**config.mk**
```make
export PLATFORM = sky130hd
export DESIGN_NAME = sc_stage_scheduler
export DESIGN_NICKNAME = d
export VERILOG_FILES = /design/src/rtl/sc_stage_scheduler.sv
export SDC_FILE = /design/constraint.sdc
export NUM_CORES = 1
export LEC_CHECK = 0
export ABC_CLOCK_PERIOD_IN_PS = 7050
export CAP_MARGIN = 15
export CORE_MARGIN = 2
export CORE_UTILIZATION = 35
export DETAILED_ROUTE_END_ITERATION = 10
export SLEW_MARGIN = 20
export SYNTH_ARGS = -nofsm -noshare
export SYNTH_HDL_FRONTEND = slang
export SYNTH_SLANG_ARGS = --single-unit
export TNS_END_PERCENT = 100
```
**constraint.sdc**
```tcl
create_clock -name clk -period 7.05 [get_ports clk]
set_input_delay 1.0575 -clock clk [delete_from_list [all_inputs] [get_ports clk]]
set_output_delay 1.0575 -clock clk [all_outputs]
set_load 0.005 [all_outputs]
```
**src/rtl/sc_stage_scheduler.sv**
```systemverilog
// sc_stage_scheduler: depth-first f/g stage sequencer for the polar SC decoder PE array (optional SC_SCHED_PERF_EN adds cyc_cnt)
module sc_stage_scheduler #(
  parameter int MAX_LOG_N = 9,
  parameter int PE_LOG = 6,
  parameter int STG_W = 4
) (
  input  logic                 clk,
  input  logic                 rst,
  input  logic                 start,
  input  logic [3:0]           n_log,
  output logic                 pe_en,
  output logic                 pe_fg,
  output logic [STG_W-1:0]     pe_stage,
  output logic [MAX_LOG_N-1:0] pe_grp,
  output logic                 pe_last,
  output logic [MAX_LOG_N-1:0] leaf_idx,
  output logic                 leaf_valid,
  input  logic                 leaf_ack,
  output logic                 busy,
  output logic                 done
`ifdef SC_SCHED_PERF_EN
  ,
  output logic [15:0]          cyc_cnt
`endif
);
  localparam logic [2:0] IDLE = 3'd0, LOAD = 3'd1, STAGE = 3'd2, LEAF = 3'd3, DONE = 3'd4;
  logic [2:0] state, nxt_state;
  logic [3:0] n, n_clamp;
  logic [MAX_LOG_N:0] n_max;
  logic [MAX_LOG_N-1:0] nxt_i, nxt_grp, last_grp, nxt_last_grp;
  logic [STG_W-1:0] nxt_s;
  logic nxt_fg, is_last_leaf;
  function automatic logic [MAX_LOG_N-1:0] grp_m1(input logic [STG_W-1:0] s);
    return (int'(s) > PE_LOG) ? MAX_LOG_N'((1 << (int'(s) - PE_LOG)) - 1) : '0;
  endfunction
  function automatic logic [STG_W-1:0] ctz(input logic [MAX_LOG_N-1:0] v);
    logic [STG_W-1:0] k;
    k = '0;
    for (int b = MAX_LOG_N - 1; b >= 0; b--)
      if (v[b]) k = STG_W'(b);
    return k;
  endfunction
  assign n_clamp = n_log == 4'd0 ? 4'd1 : (n_log > 4'(MAX_LOG_N) ? 4'(MAX_LOG_N) : n_log);
  assign n_max = (MAX_LOG_N + 1)'((1 << n) - 1);
  assign is_last_leaf = {1'b0, leaf_idx} == n_max;
  assign last_grp = grp_m1(pe_stage);
  assign nxt_last_grp = grp_m1(nxt_s);
  // pe_fg/pe_stage/pe_grp double as the op state; they only matter while pe_en is high
  always_comb begin
    nxt_state = state;
    nxt_i = leaf_idx;
    nxt_fg = pe_fg;
    nxt_s = pe_stage;
    nxt_grp = pe_grp;
    case (state)
      IDLE: if (start) begin
        nxt_state = LOAD;
        nxt_i = '0;
      end
      LOAD: begin
        nxt_state = STAGE;
        nxt_grp = '0;
        nxt_fg = leaf_idx != '0;
        nxt_s = leaf_idx == '0 ? STG_W'(n - 4'd1) : ctz(leaf_idx);
      end
      STAGE: if (pe_grp != last_grp) nxt_grp = pe_grp + 1'b1;
      else if (pe_stage != '0) begin
        nxt_fg = 1'b0;
        nxt_s = pe_stage - 1'b1;
        nxt_grp = '0;
      end else nxt_state = LEAF;
      LEAF: if (leaf_ack) begin
        nxt_state = is_last_leaf ? DONE : LOAD;
        nxt_i = is_last_leaf ? leaf_idx : leaf_idx + 1'b1;
      end
      default: nxt_state = IDLE;
    endcase
  end
  always_ff @(posedge clk) begin
    if (rst) begin
      state <= IDLE;
      n <= 4'd1;
      leaf_idx <= '0;
      pe_fg <= 1'b0;
      pe_stage <= '0;
      pe_grp <= '0;
      pe_en <= 1'b0;
      pe_last <= 1'b0;
      leaf_valid <= 1'b0;
      busy <= 1'b0;
      done <= 1'b0;
    end else begin
      state <= nxt_state;
      if (state == IDLE && start) n <= n_clamp;
      leaf_idx <= nxt_i;
      pe_fg <= nxt_fg;
      pe_stage <= nxt_s;
      pe_grp <= nxt_grp;
      pe_en <= nxt_state == STAGE;
      pe_last <= nxt_state == STAGE && nxt_grp == nxt_last_grp;
      leaf_valid <= nxt_state == LEAF;
      busy <= nxt_state != IDLE;
      done <= nxt_state == DONE;
    end
  end
`ifdef SC_SCHED_PERF_EN
  // counts the cycle being entered, so the DONE cycle already shows the full total
  always_ff @(posedge clk) begin
    if (rst) cyc_cnt <= '0;
    else if (state == IDLE && start) cyc_cnt <= 16'd1;
    else if (state != IDLE && nxt_state != IDLE && cyc_cnt != 16'hFFFF) cyc_cnt <= cyc_cnt + 16'd1;
  end
`endif
endmodule

```
After elaboration in Yosys (flattened, before gate mapping)

Index checks and enable logic that the tools add are counted.

Register bits after elaboration: 35
Input port bits: 8
Output and inout port bits: 28
Logic and storage cells: 85

Add/sub/neg operators: 9
Order comparisons: 3
Equality and inequality tests: 14
Shift-type cells: 3
Mux-type cells: 33
Reduce and logical (&&, ||, !) cells: 12

Operator list:

| kind                                                                            | count |
|---|---|
| 1-bit by 32-bit left shift with 9-bit output, first input constant              | 2 |
| 9-bit 2-to-1 mux                                                                | 7 |
| 4-bit 2-to-1 mux                                                                | 14 |
| 9-bit one-hot mux with 2 select lines                                           | 2 |
| 9-bit by 1-bit adder with 9-bit output, second input constant                   | 2 |
| 9-bit by 2-bit subtractor with 9-bit output, second input constant              | 2 |
| 3-bit 2-to-1 mux                                                                | 5 |
| 3-bit by 2-bit equality test with 1-bit output, second input constant           | 4 |
| 3-bit one-hot mux with 4 select lines                                           | 1 |
| 9-bit by 10-bit equality test with 1-bit output                                 | 1 |
| 2-bit != test, second input constant                                            | 5 |
| 1-bit by 4-bit left shift with 10-bit output, first input constant              | 1 |
| 10-bit by 2-bit subtractor with 10-bit output, second input constant            | 1 |
| 4-bit by 3-bit subtractor with 5-bit output, second input constant              | 2 |
| 9-bit equality test                                                             | 1 |
| 9-bit logical NOT                                                               | 1 |
| 9-bit != test                                                                   | 1 |
| 9-bit nonzero test                                                              | 1 |
| 4-bit by 3-bit greater-than comparator with 1-bit output, second input constant | 2 |
| 4-bit one-hot mux with 2 select lines                                           | 1 |
| 4-bit by 1-bit subtractor with 4-bit output, second input constant              | 2 |
| 4-bit greater-than comparator, second input constant                            | 1 |
| 4-bit logical NOT                                                               | 1 |
| 4-bit AND reduction                                                             | 1 |
| other kinds (10)                                                                | 13 |

Logic depth before layout (Yosys ltp)

Depth after elaboration: 17
Mapped depth: 30
Gate-level depth less buffers: 25

Worst setup path before layout

No wires, ideal clock.

Kind: register to register
Start point: register pe_stage[1]
End point: register pe_last
Library setup time: 88 ps
Arrival: 6,347 ps
Data required time: 6,962 ps
Slack: 616 ps
Cell stages (with the launch flop): 31
Path buffers: 6
Period minus slack after synthesis: 6,434 ps
Path through: dfxtp_1 > buf_4 > inv_1 > ha_1 > buf_6 > or2_0 > buf_2 > or2_2 > ha_1 > clkbuf_1 > or2_2 > o21a_1 > o22ai_1 > o221ai_2 > or4_1 > o221ai_1 > a31oi_4 > inv_4 > ha_1 > inv_1 > ha_1 > clkbuf_1 > nor2b_1 > o211ai_1 > ha_1 > clkbuf_1 > nor4_1 > nand3_1 > and2_1 > a32o_1 > nor4_2

Cells in the longest elaborated chain, start to end: 13
Elaborated cells on any way between the ends: 25
Those cells by class: add/sub (5); order compare (2); eq/ne (3); shift (2); mux (11); reduce/logical (2)

RTL lines:

| item                                         | line | RTL |
|---|---|---|
| start: declaration                           | 13   | `output logic [STG_W-1:0] pe_stage,` |
| start signal: assignment                     | 97   | `pe_stage <= nxt_s;` |
| 4-bit by 3-bit subtractor with 5-bit output  | 34   | `return (int'(s) > PE_LOG) ? MAX_LOG_N'((1 << (int'(s) - PE_LOG)) - 1) : '0;` |
| 1-bit by 32-bit left shift with 9-bit output | 34   |  |
| 9-bit by 2-bit subtractor with 9-bit output  | 34   |  |
| 9-bit 2-to-1 mux                             | 34   |  |
| 9-bit != test                                | 66   | `STAGE: if (pe_grp != last_grp) nxt_grp = pe_grp + 1'b1;` |
| 4-bit 2-to-1 mux                             | 66   |  |
| 4-bit one-hot mux with 2 select lines (*)    | 55   | `case (state)` |
| net nxt_s[1]                                 | 31   | `logic [STG_W-1:0] nxt_s;` |
| 4-bit by 3-bit subtractor with 5-bit output  | 34   |  |
| 1-bit by 32-bit left shift with 9-bit output | 34   |  |
| 9-bit by 2-bit subtractor with 9-bit output  | 34   |  |
| 9-bit 2-to-1 mux (*)                         | 34   |  |
| 9-bit equality test (*)                      | 100  | `pe_last <= nxt_state == STAGE && nxt_grp == nxt_last_grp;` |
| 1-bit logical AND (*)                        | 100  |  |
| end signal: assignment                       | 100  |  |
| end: declaration                             | 15   | `output logic pe_last,` |

Mark *: on every way through the listed nets, which the timed path passes. The rest lies on a longest branch.
A chain may end at the register's enable or synchronous reset.

Worst setup path after layout

Start point: register pe_stage[2]
End point: register pe_last

Cells in the longest elaborated chain, start to end: 13
Elaborated cells on any way between the ends: 25
Those cells by class: add/sub (5); order compare (2); eq/ne (3); shift (2); mux (11); reduce/logical (2)

RTL lines:

| item                                         | line |
|---|---|
| 4-bit by 3-bit subtractor with 5-bit output  | 34 |
| 1-bit by 32-bit left shift with 9-bit output | 34 |
| 9-bit by 2-bit subtractor with 9-bit output  | 34 |
| 9-bit 2-to-1 mux                             | 34 |
| 9-bit != test                                | 66 |
| 4-bit 2-to-1 mux (*)                         | 66 |
| 4-bit one-hot mux with 2 select lines (*)    | 55 |
| net nxt_s[1]                                 | 31 |
| 4-bit by 3-bit subtractor with 5-bit output  | 34 |
| 1-bit by 32-bit left shift with 9-bit output | 34 |
| 9-bit by 2-bit subtractor with 9-bit output  | 34 |
| 9-bit 2-to-1 mux (*)                         | 34 |
| 9-bit equality test (*)                      | 100 |
| 1-bit logical AND (*)                        | 100 |

Marks and branches as above.

==> impl_metrics.csv <==
group,metric,value,unit
min_path,hold_path_depth,2,
finish,fillCellCount,1009,
clock_tree,root_buffer,"clkbuf_8",
routing,routedWlPerCell,16.5,um
clock_tree,cts_setup_buffers,0,
setup_path,crit_cells,25,
grt,grt_pass1_wl,16600,um
synth,seq_area_frac_synth,19.6,%
finish,drive_gt1_share,10.1,%
setup_path,worstPathMaxFanout,11,
synth,syn-cell-area,0.00358,mm2
power_and_ir_drop,seq_power_share,21.6,%
setup_path,worstPathArrival,6.68,ns
power_and_ir_drop,ir_worst_vdd,0.000163,V
clock_tree,path_clk_slew,0.08,ns
setup_path,critPathKind,"flop to flop",
clock_tree,clock_path_buffers,2,
min_path,hp-start,"n[1]",
setup_path,required,7.26,ns
timing,hold_violations,0,
routing,num_vias,3627,
placed_design,port_buffers,35,
power_and_ir_drop,powerDensity,295,mW/mm2
synth,synth_top_family_by_area,"simple AND/OR/NAND/NOR gates",
die,io_pins,36,
grt,grt_max_degree,26,
synth,synth_cell_types,83,
timing,period_needed,6.47,ns
placed_design,gp_congestion,0.870,
timing,final-setup-viol-count,0,
synth,yosys.area_share.simple,32.0,%
routing,routed_wirelength,10300,um
synth,yosysWarnings,0,
finish,num_antenna_cells,0,
grt,grt-ovfl-total,0,
synth,synthMuxAreaShare,1.96,%
synth,synthFlopType,"dfxtp_1",
power_and_ir_drop,pwr-share-clk,15.5,%
timing,finalCritPeriodShare,91.8,%
timing,fin_setup_tns,0,ns
synth,ys_ff_latch,35,
setup_path,crit_family,"simple AND/OR/NAND/NOR gates",
synth,synth_cells,474,
timing,fin_hold_ws,0.522,ns
synth,synth_xor_xnor_area_share,6.11,%
power_and_ir_drop,p_int,0.619,mW
setup_path,start_kind,"flop",
setup_path,ff2ff_setup_slack,0.58,ns
clock_tree,tritoncts,"built",
setup_path,r2r-start,"pe_stage[2]",
clock_tree,htree_levels,2,
setup_path,r2r_cells,25,
die,die_h,105,um
setup_path,end_kind,"flop",
die,rows,36,
die,chipWidth,105,um
timing,tightestPinTransition,1.01,ns
routing,drc,0,
timing,skew,0.00699,ns
timing,fmax,155,MHz
die,die_area,0.0111,mm2
setup_path,cp_slowest_cell,"or4_1",
placed_design,hpwl,7760,um
die,coreArea,0.00986,mm2
setup_path,r2r_end,"pe_last",
timing,timing.final.max_slew_violations,0,
grt,antenna_found_initial,0,
synth,synthArstFlopShare,0,%
synth,synthesis.nets,501,
setup_path,path_common_cell,"ha_1",
clock_tree,clkLatencyLatePin,0.29,ns
run,drv_cap,0,
min_path,holdPathEnd,"n[1]",
clock_tree,cts.sinks,35,
power_and_ir_drop,p_sw_share,49.5,%
synth,yosys.area_share.adder,6.64,%
routing,vias_per_cell,5.79,
power_and_ir_drop,power.net_switching,0.606,mW
die,start_util,36.3,%
grt,grt_pass1_vias,3289,
power_and_ir_drop,total_power,1.22,mW
finish,area_delta_synth_final,15.9,%
finish,nets,519,
timing,rsz0062_at_grt,"no",
synth,synth.avg_cell_area,7.56,um2
grt,grt_util_all_layers,18.1,%
timing,maxSlewHeadroom,32.2,%
power_and_ir_drop,leakagePower,1.45,nW
routing,first_pass_iters,5,
setup_path,path_buf_inv,3,
power_and_ir_drop,p_comb_share,62.9,%
synth,synth_compound_area_share,26.9,%
setup_path,slowest_delay,0.50,ns
status,outcome,"finished clean",
synth,synth_edf_count,0,
clock_tree,cts_buffers,5,
routing,drt_iter0_drc,251,
routing,drtAntennaViolNets,0,
min_path,min_path_type,"flop to flop",
worst register-to-register path: stages, from the launching register on:
cell,delay (ns)
dfxtp_2,0.44
ha_1,0.18
inv_1,0.04
ha_1,0.40
o211ai_1,0.27
or3_1,0.39
ha_1,0.31
or2_2,0.31
o21a_1,0.18
o22ai_1,0.23
o221ai_2,0.22
or4_1,0.50
o221ai_1,0.27
a31oi_4,0.07
inv_4,0.12
ha_1,0.15
inv_1,0.04
ha_1,0.45
nor2b_4,0.27
o211ai_1,0.12
ha_1,0.31
nor4_2,0.36
nand3_1,0.11
and2_1,0.20
a32o_1,0.20
nor4_2,0.25
final cells by class:
cell class	count	area [um2]	share of cell area (%)
sequential	35	703	16.9
multi-input combinational	379	2660	64.0
clock inverter	3	43.8	1.06
clock buffer	5	68.8	1.66
timing repair buffer	41	395	9.53
inverter	30	115	2.77
tap	133	166	4.01
power by group through the flow:
| stage | clock network [mW] | logic [mW] | registers [mW] |
|---|---|---|---|
| floorplan | 0 | 0.559 | 0.250 |
| global placement | 0 | 0.749 | 0.266 |
| detailed placement | 0 | 0.752 | 0.268 |
| CTS | 0.194 | 0.755 | 0.263 |
| global route | 0.200 | 0.838 | 0.269 |
| finish | 0.190 | 0.771 | 0.264 |
placed cells by master (no fill, tap or decap), drive strengths merged, types with 11 or more instances in the layout:
cell type / count
dfxtp: 35
a21oi: 23
nor3: 17
nor2: 46
inv: 30
o21ai: 23
nand2: 36
ha: 19
nand3: 13
clkdlybuf4s50: 35
nor2b: 11
xnor2: 18
cell families (layout without fill, tap and decap cells):
family | after synthesis | count (layout)
AND/OR/NAND/NOR | 203 | 203
AO/OA/AOI/OAI | 125 | 125
buffers and inverters | 60 | 79
flip-flops | 35 | 35
XOR/XNOR | 25 | 25
adder cells (fa/ha/maj) | 19 | 19
multiplexers | 7 | 7
flip-flops by register name, indices dropped and copies added, names as in the netlist:
name	flops
pe_last	1
pe_fg	1
leaf_valid	1
pe_en	1
leaf_idx	9
pe_grp	9
pe_stage	4
done	1
state	3
busy	1
n	4
layer usage:
metal / up-vias / global-route usage [%] / routed length, um
met5: - / 0 / 0
met4: 0 / 3.24 / 95
met3: 10 / 3.18 / 514
met2: 102 / 29.5 / 4850
met1: 1728 / 25.2 / 4860
li1: 1787 / - / -
synthesized netlist by cell type (all sizes together) (3+ instances only):
cell | count | area [um2]
o211ai | 4 | 30.0
nand2b | 6 | 45.0
and2 | 8 | 50.1
buf | 7 | 42.5
clkbuf | 23 | 86.3
a31o | 4 | 35.0
nor3 | 17 | 101
nor2 | 46 | 173
a31oi | 10 | 77.6
a22oi | 3 | 22.5
o21ai | 23 | 119
nand3b | 7 | 52.6
o32ai | 3 | 26.3
o311ai | 3 | 26.3
o2111ai | 4 | 35.0
nand2 | 36 | 145
inv | 30 | 115
nor4 | 8 | 86.3
dfxtp | 35 | 701
xnor2 | 18 | 158
a2111oi | 4 | 47.6
a32oi | 4 | 35.0
or4 | 4 | 33.8
nand4 | 10 | 62.6
a211oi | 3 | 22.5
xor2 | 7 | 61.3
o21bai | 3 | 22.5
and3 | 7 | 43.8
or2 | 5 | 31.3
or3 | 9 | 56.3
mux2i | 7 | 70.1
nor2b | 11 | 68.8
nor3b | 7 | 52.6
a21oi | 23 | 115
ha | 19 | 238
nand3 | 13 | 65.1
o31ai | 9 | 77.6
how the worst max path moves through the flow:
stage               slack, ns   startpoint      end
global route             0.07  pe_stage[2]  pe_last
floorplan                0.62  pe_stage[1]  pe_last
detailed placement       0.29  pe_stage[2]  pe_last
global placement         0.57  pe_stage[2]  pe_last
finish                   0.58  pe_stage[2]  pe_last
CTS                      0.26  pe_stage[2]  pe_last
repair_timing:
action,in CTS,in global routing
hold buffers,0,0
setup endpoints to repair,0,1
resized for setup,0,5
metrics by stage:
stage	instances	cell area (um2)	utilization (%)	setup WS, ns
floorplan	474	3580	-	0.616
global placement	618	4020	40.7	0.569
detailed placement	618	4020	40.7	0.286
CTS	626	4130	41.8	0.255
global route	626	4150	42.1	0.0732
finish	626	4150	42.1	0.580
Note: power is estimated with default switching activity, not from simulation.
